<file path="src/rtl/step_sequencer.sv">
// rtl/step_sequencer.sv - timed 4-phase stepper drive pattern generator with run/abort control
module step_sequencer #(
    parameter int PERIOD_W = 16,
    parameter int STEPS_W  = 16
) (
    input  logic                clk,
    input  logic                rst_n,
    input  logic                start,
    input  logic                stop,
    input  logic                dir,
    input  logic                half_step,
    input  logic                hold_en,
    input  logic [PERIOD_W-1:0] period,
    input  logic [STEPS_W-1:0]  steps,
    output logic [3:0]          phase_out,
    output logic                enable_out,
    output logic                busy,
    output logic                step_pulse,
    output logic                done
);

    typedef enum logic {IDLE, RUN} state_t;

    state_t              state;
    logic [2:0]          idx;
    logic [PERIOD_W-1:0] timer;
    logic [PERIOD_W-1:0] reload;
    logic [STEPS_W-1:0]  rem;
    logic                dir_l;
    logic                half_l;
    logic [2:0]          stride;
    logic [2:0]          next_idx;
    logic [PERIOD_W-1:0] load_val;

    // Only decoder-accepted codes exist here, so the decoder never hits its all-off default.
    function automatic logic [3:0] phase_code(input logic [2:0] i);
        case (i)
            3'd0:    phase_code = 4'b1000;
            3'd1:    phase_code = 4'b1001;
            3'd2:    phase_code = 4'b0001;
            3'd3:    phase_code = 4'b0101;
            3'd4:    phase_code = 4'b0100;
            3'd5:    phase_code = 4'b0110;
            3'd6:    phase_code = 4'b0010;
            default: phase_code = 4'b1010;
        endcase
    endfunction

    always_comb begin
        stride   = half_l ? 3'd1 : 3'd2;
        next_idx = dir_l ? idx + stride : idx - stride;
        // Periods of 0 and 1 behave as 2: the timer counts down to zero from P-1.
        load_val = (period < PERIOD_W'(2)) ? PERIOD_W'(1) : period - PERIOD_W'(1);
    end

    always_ff @(posedge clk) begin
        if (!rst_n) begin
            state      <= IDLE;
            idx        <= 3'd0;
            phase_out  <= 4'b1000;
            enable_out <= 1'b0;
            busy       <= 1'b0;
            step_pulse <= 1'b0;
            done       <= 1'b0;
            timer      <= '0;
            reload     <= '0;
            rem        <= '0;
            dir_l      <= 1'b0;
            half_l     <= 1'b0;
        end else begin
            step_pulse <= 1'b0;
            done       <= 1'b0;
            case (state)
                IDLE: begin
                    enable_out <= hold_en;
                    if (start && !stop) begin
                        if (steps != '0) begin
                            state      <= RUN;
                            busy       <= 1'b1;
                            enable_out <= 1'b1;
                            dir_l      <= dir;
                            half_l     <= half_step;
                            reload     <= load_val;
                            timer      <= load_val;
                            rem        <= steps;
                        end else begin
                            done <= 1'b1;
                        end
                    end
                end
                RUN: begin
                    enable_out <= 1'b1;
                    if (stop) begin
                        state      <= IDLE;
                        busy       <= 1'b0;
                        done       <= 1'b1;
                        enable_out <= hold_en;
                    end else if (timer == '0) begin
                        idx        <= next_idx;
                        phase_out  <= phase_code(next_idx);
                        step_pulse <= 1'b1;
                        rem        <= rem - STEPS_W'(1);
                        timer      <= reload;
                        if (rem == STEPS_W'(1)) begin
                            state      <= IDLE;
                            busy       <= 1'b0;
                            done       <= 1'b1;
                            enable_out <= hold_en;
                        end
                    end else begin
                        timer <= timer - PERIOD_W'(1);
                    end
                end
                default: state <= IDLE;
            endcase
        end
    end

endmodule
</file>
<file path="config.mk">
export PLATFORM = sky130hd
export DESIGN_NAME = step_sequencer
export DESIGN_NICKNAME = d
export VERILOG_FILES = /design/src/rtl/step_sequencer.sv
export SDC_FILE = /design/constraint.sdc
export NUM_CORES = 1
export LEC_CHECK = 0
export CAP_MARGIN = 15
export CORE_MARGIN = 2
export CORE_UTILIZATION = 60
export DETAILED_ROUTE_END_ITERATION = 10
export PLACE_DENSITY = 0.83
export REMOVE_ABC_BUFFERS = 1
export SETUP_SLACK_MARGIN = 0.4
export SYNTH_ARGS = -nofsm -noshare
export SYNTH_HDL_FRONTEND = slang
export SYNTH_SLANG_ARGS = --single-unit
</file>
<file path="constraint.sdc">
create_clock -name clk -period 5.4 [get_ports clk]
set_input_delay 1.08 -clock clk [delete_from_list [all_inputs] [get_ports clk]]
set_output_delay 1.08 -clock clk [all_outputs]
set_load 0.02 [all_outputs]
</file>
==> reports/results.md, run 1 <==
* run status: finished, final reports clean
* CTS hold repair buffers: 0
* Most used DFF post-synth: dfxtp_1
* top-level port count: 47
* Root Buffer Master: clkbuf_8
* Setup Crit Path Kind: in2reg
* Post-synth top cells: dfxtp_1 (62), a21oi_1 (42), o21ai_0 (39)
* Combinational Power Share: 21.5%
* overall track demand over capacity in global routing: 28.3%
* number of global-route vias before repair: 3594
* largest net degree at the start of global routing: 31
* post-detailed-placement half-perimeter wirelength: 6.76 mm
* Hold Fails Final Rpt: 0
* total power: 1260 uW
* Num CTS Buffers: 9
* Post-Syn Area: 0.00373 mm2
* placeable core region: 0.00596 mm2
* Avg Cell Area, Syn: 8.01 um2
* Die Ht: 82.9 um
* number of H-tree levels: 3
* RSZ-0062 raised after global routing: no
* violation count after the first detailed-routing iteration: 192
* Period minus WS final: 3.71 ns
* Fmax: 269 MHz
* synthesized flop and latch total: 62
* category of cells accounting for the largest share of critical-path delay: compound AO/OA/AOI/OAI gates
* total wirelength of the detailed-routed design: 9.54 mm
* Post-Synthesis Cells: 466
* cell type contributing the most total cell area after synthesis: dfxtp_1
* sequential group share of total power: 40.7%
* Int Pwr: 899 uW
* worst-case clock buffer depth: 2
* DRC violations left: 0
* fraction of layout cells with a size suffix above 1: 8.43%
* number of cells upsized or downsized after cts: 0
* antenna violations before repair: 0
* clock latency on the worst-skew pair: 0.34 ns
* total number of yosys warnings: 0
* startpoint type of the worst setup path: input pin
* number of optimization iterations in the first detailed-route pass: 7
* sequential element share of the synthesized area: 33.3%
* Final setup violation count: 0
* power density of the placed cells: 283 mW/mm2
* Worst Setup End Kind: flop
* wire length of the first global-routing pass: 16.3 mm
* DP Cell Count: 569
* standard cell with the maximum stage delay on the critical path: o41a_1
* Placement Cell Area: 0.00422 mm2
* row count: 28
* FILL cells: 461
* count of input and output buffers: 46
* delay of the slowest critical-path stage: 0.69 ns
* CTS tree: yes
* net switching power figure: 363 uW
* clock sink count: 62
* Yosys top cell area share: 33.3%
* final weighted congestion in routability-driven placement: 0.837
* Design Area, Final: 0.00445 mm2
* combined buffer and inverter count along the critical path: 1
* number of flops mapped to enable cells by yosys: 0
* asr flop ratio synth: 0%
* IR Drop Worst-Case VDD: 0.172 mV
* die footprint: 0.00687 mm2
* classification of the worst-slack hold path: reg2reg
* period utilisation layout: 68.7%
* Worst Path Required: 5.63 ns
* most area-consuming cells after synthesis: dfxtp_1 (33%), a21oi_1 (5.6%), o21ai_0 (5.2%)
* non-filler cells in the finished layout: 585
* total negative slack: 0 ns
* Cell variety after synth: 60
* Switching Fraction: 28.8%
* maxcap violations: 0
* Critical Path AT: 3.94 ns
* Routed WL per cell: 16.3 um
* number of nets with antenna violations after routing: 0
* layout-stage area growth over the synthesis result: 19.3%
* number of diodes: 0
* Cell Chain, Critical Path: clkdlybuf4s50_1 -> or4_1 -> o41a_1 -> a2bb2oi_2 -> nor2_1 -> a32o_1
* cell with the most instances after synthesis: dfxtp_1
* leftover overflow at the end of global routing: 0
* clock-pin slew on the worst setup and hold paths: 0.07 ns
* final worst clock skew: 0.00656 ns
* fin util: 74.8%
* max-slew violation total from the final report: 0
* chip width: 82.9 um
* worst rel slew slack: 29.4%
* Least-Margin Pin Slew: 1.05 ns
* initial standard-cell utilization of the core: 62.7%
* total number of vias: 3765
* post-detailed-route via-to-cell ratio: 6.44
* setup fix buffers added after clock tree synthesis: 0
* leakage power: 0.00157 uW
* final net count: 550
* top fanout value on the critical path: 16
* clock network fraction of design power: 37.9%
-- power by group through the flow --
stage	Clock, uW	Combinational [uW]	Sequential, uW
2_1_floorplan	0	173	518
3_3_place_gp	0	261	521
3_5_place_dp	0	265	522
4_1_cts	480	268	512
5_1_grt	503	297	517
6_report	478	271	513
-- sequential cells by signal (all words and copies together) (netlist names) --
register	flops
busy	1
step_pulse	1
timer	16
rem	16
phase_out	4
half_l	1
state	1
dir_l	1
enable_out	1
reload	16
done	1
idx	3
-- worst min-delay path, cell delays in order (launching register included) --
cell and delay, ns:
dfxtp_1 0.31, nand2_1 0.05, a21oi_1 0.05
-- per-stage QoR --
step,hold slack [ns],setup slack [ns]
CTS,0.459,1.71
finish,0.456,1.69
global route,0.481,1.54
floorplan,0.431,2.23
detailed placement,0.450,1.38
global placement,0.440,1.46
-- area by class of cell --
cell class	instances	area (um2)	area share, %
clock buffers	13	169	3.79
clock inverters	3	65.1	1.46
inverters	11	41.3	0.927
multi-input cells	368	2330	52.3
flip-flops and latches	62	1240	27.9
well taps	75	93.8	2.11
repair buffers	53	513	11.5
-- path summary, 6_finish.rpt --
path,from,to,cells after the start,slack [ns]
min,reload[12],reload[12],2,0.46
min reg2reg,reload[12],reload[12],2,0.46
max reg2reg,state,rem[0],6,2.60
max,steps[3],rem[11],6,1.69
-- cell usage in the layout (no fill, tap or decap), types with 11 or more instances in the layout --
master and count:
clkdlybuf4s50_1 46, nor3_1 14, a21oi_1 42, a31oi_1 11, nor2_1 36, dfxtp_1 62
or3_1 11, nand3_1 14, o21ai_0 39, nor4_1 16, nand2_1 37, clkbuf_8 12
or4_1 11
-- per-layer routing --
metal | track usage (%) | up-vias | wire length (um)
met5 | 0 | - | 0
met3 | 6.16 | 13 | 603
met2 | 51.0 | 136 | 4820
li1 | - | 1838 | -
met4 | 10.6 | 0 | 101
met1 | 32.7 | 1778 | 4020
-- cells by family (layout without fill, tap and decap cells) --
family,after synthesis,after routing,synth area share [%]
AND/OR/NAND/NOR,177,177,25.4
AO/OA/AOI/OAI,162,162,29.2
flip-flops,62,62,33.3
buffers and inverters,36,80,4.29
XOR/XNOR,17,17,3.99
adder cells (fa/ha/maj),6,6,2.21
multiplexers,6,6,1.64
No activity file was read; power rests on OpenSTA's default activity.
==> run 2: changes to the inputs <==
--- a/config.mk
+++ b/config.mk
@@ -7,9 +7,9 @@
 export LEC_CHECK = 0
 export CAP_MARGIN = 15
 export CORE_MARGIN = 2
-export CORE_UTILIZATION = 60
+export CORE_UTILIZATION = 56
 export DETAILED_ROUTE_END_ITERATION = 10
-export PLACE_DENSITY = 0.83
+export PLACE_DENSITY = 0.78
 export REMOVE_ABC_BUFFERS = 1
 export SETUP_SLACK_MARGIN = 0.4
 export SYNTH_ARGS = -nofsm -noshare
==> constraint.sdc (replaced) <==
create_clock -name clk -period 3.7 [get_ports clk]
set_input_delay 0.74 -clock clk [delete_from_list [all_inputs] [get_ports clk]]
set_output_delay 0.74 -clock clk [all_outputs]
set_load 0.02 [all_outputs]
==> run 2 against run 1 <==
Global-route usage is 0.55 points higher. Utilization shrank 4.2 points. Cell area rose by 1.2%. Critical path type unchanged.
==> reports/results.md, run 2 (synthesis results as in run 1) <==
* overall track demand over capacity in global routing: 28.9%, +0.55 points
* Setup Crit Path Kind: in2reg
* Hold Fails Final Rpt: 0, unchanged
* highest-count cells in the layout ignoring fill and taps: dfxtp_1 (62), clkdlybuf4s50_1 (46), a21oi_1 (42)
* violation count after the first detailed-routing iteration: 435, +130%
* initial standard-cell utilization of the core: 58.4%, -4.2 points
* DRC violations left: 0, unchanged
* post-detailed-placement half-perimeter wirelength: 7.13 mm, +5.6%
* number of nets with antenna violations after routing: 0, unchanged
* delay of the slowest critical-path stage: 0.63 ns, -0.06 ns
* startpoint type of the worst setup path: input pin
* antenna violations before repair: 0, unchanged
* Worst Path Required: 3.99 ns, -1.64 ns
* classification of the worst-slack hold path: reg2reg
* Switching Fraction: 29.4%, +0.58 points
* non-filler cells in the finished layout: 594, +1.5%
* top-level port count: 47, unchanged
* worst-case clock buffer depth: 2, unchanged
* clock sink count: 62, unchanged
* wire length of the first global-routing pass: 17.0 mm, +4.4%
* Num CTS Buffers: 9, unchanged
* Combinational Power Share: 22.5%, +1.0 points
* Critical Path AT: 3.23 ns, -0.71 ns
* die footprint: 0.00733 mm2, +6.8%
* number of H-tree levels: 3, unchanged
* final worst clock skew: 0.0144 ns, +0.00783 ns
* total wirelength of the detailed-routed design: 10.4 mm, +8.6%
* final net count: 557, +1.3%
* layout-stage area growth over the synthesis result: 20.8%
* Root Buffer Master: clkbuf_8
* number of diodes: 0, unchanged
* largest net degree at the start of global routing: 44, +42%
* top flop regs: reload x16, rem x16, timer x16
* worst rel slew slack: 53.8%, +24 points
* clock latency on the worst-skew pair: 0.35 ns, about the same
* CTS tree: yes
* count of input and output buffers: 46, unchanged
* Worst Setup End Kind: flop
* clock network fraction of design power: 37.6%, -0.3 points
* combined buffer and inverter count along the critical path: 1, unchanged
* IR Drop Worst-Case VDD: 0.577 mV, +230%
* RSZ-0062 raised after global routing: no
* final weighted congestion in routability-driven placement: 0.869, +3.8%
* category of cells accounting for the largest share of critical-path delay: simple AND/OR/NAND/NOR gates
* Die Ht: 85.6 um, +3.3%
* total negative slack: 0 ns, unchanged
* fraction of layout cells with a size suffix above 1: 9.67%, +1.2 points
* placeable core region: 0.00639 mm2, +7.2%
* run status: finished, final reports clean
* leakage power: 0.00160 uW, +2.0%
* post-detailed-route via-to-cell ratio: 6.48, +0.66%
* maxcap violations: 0, unchanged
* net switching power figure: 549 uW, +51%
* number of optimization iterations in the first detailed-route pass: 5, -2
* clock-pin slew on the worst setup and hold paths: 0.07 ns, about the same
* Cell Chain, Critical Path: clkdlybuf4s50_1 -> or4_1 -> nor4_1 -> nor2_1 -> a221oi_1 -> o21a_1
* total number of vias: 3848, +2.2%
* power density of the placed cells: 415 mW/mm2, +46%
* sequential group share of total power: 39.9%, -0.8 points
* max-slew violation total from the final report: 0, unchanged
* CTS hold repair buffers: 0, unchanged
* chip width: 85.6 um, +3.3%
* number of global-route vias before repair: 3457, -3.8%
* Routed WL per cell: 17.4 um, +6.9%
* standard cell with the maximum stage delay on the critical path: or4_1
* worst hold slack: 0.457 ns, +0.000786 ns
* DP Cell Count: 578, +1.6%
* Period minus WS final: 2.94 ns
* Fmax: 340 MHz
* Int Pwr: 1320 uW, +47%
* period utilisation layout: 79.5%
* setup fix buffers added after clock tree synthesis: 0, unchanged
* Final setup violation count: 0, unchanged
* leading cell type in the layout, fill and taps excluded: dfxtp_1
* number of cells upsized or downsized after cts: 0, unchanged
* row count: 29, +3.6%
* Least-Margin Pin Slew: 0.687 ns, -0.362 ns
* top fanout value on the critical path: 9, -7
* leftover overflow at the end of global routing: 0, unchanged
[run 2: worst paths after layout]
| path | startpoint | to | slack, ns | cells past startpoint |
|---|---|---|---|---|
| setup reg to reg | timer[0] | rem[0] | 1.00 | 7 |
| hold reg to reg | reload[5] | reload[5] | 0.46 | 2 |
| setup / recovery | period[4] | timer[0] | 0.76 | 6 |
| hold / removal | reload[5] | reload[5] | 0.46 | 2 |
[run 2: power groups by stage]
stage | sequential, uW | combinational, uW | clock [uW]
6_report | 746 | 420 | 704
5_1_grt | 751 | 457 | 735
4_1_cts | 744 | 412 | 708
3_5_place_dp | 759 | 409 | 0
3_3_place_gp | 757 | 403 | 0
2_1_floorplan | 756 | 253 | 0
[run 2: area by class of cell]
type,instances,area (um2)
multi-input combinational,368,2330
timing repair buffer,60,566
clock buffer,13,169
clock inverter,3,65.1
fill,525,1880
inverter,11,41.3
tap,77,96.3
sequential,62,1240
[run 2: stage by stage]
stage / setup slack, ns / power, uW / util, % / cell area [um2]
floorplan: 0.561 / 1010 / - / 3610
global placement: 0.544 / 1160 / 66.9 / 4280
detailed placement: 0.470 / 1170 / 66.9 / 4280
CTS: 0.828 / 1860 / 70.6 / 4510
global route: 0.681 / 1940 / 70.6 / 4510
finish: 0.759 / 1870 / 70.6 / 4510
[run 2: worst reg2reg max path, cell delays in order (launching register included)]
cell and delay, ns:
dfxtp_1 0.33, inv_1 0.12, ha_1 0.24, or4b_4 0.55
or4_4 0.57, o22ai_4 0.38, o21ai_1 0.13, a221oi_1 0.29
[run 2: routing by layer]
layer	wire, um	share of wire (%)	global-route usage [%]	vias up
met5	0	0	0	-
met4	105	1.0	6.35	0
met3	861	8.3	7.60	12
met2	4560	44	43.0	174
met1	4830	47	42.0	1814
li1	-	-	-	1848
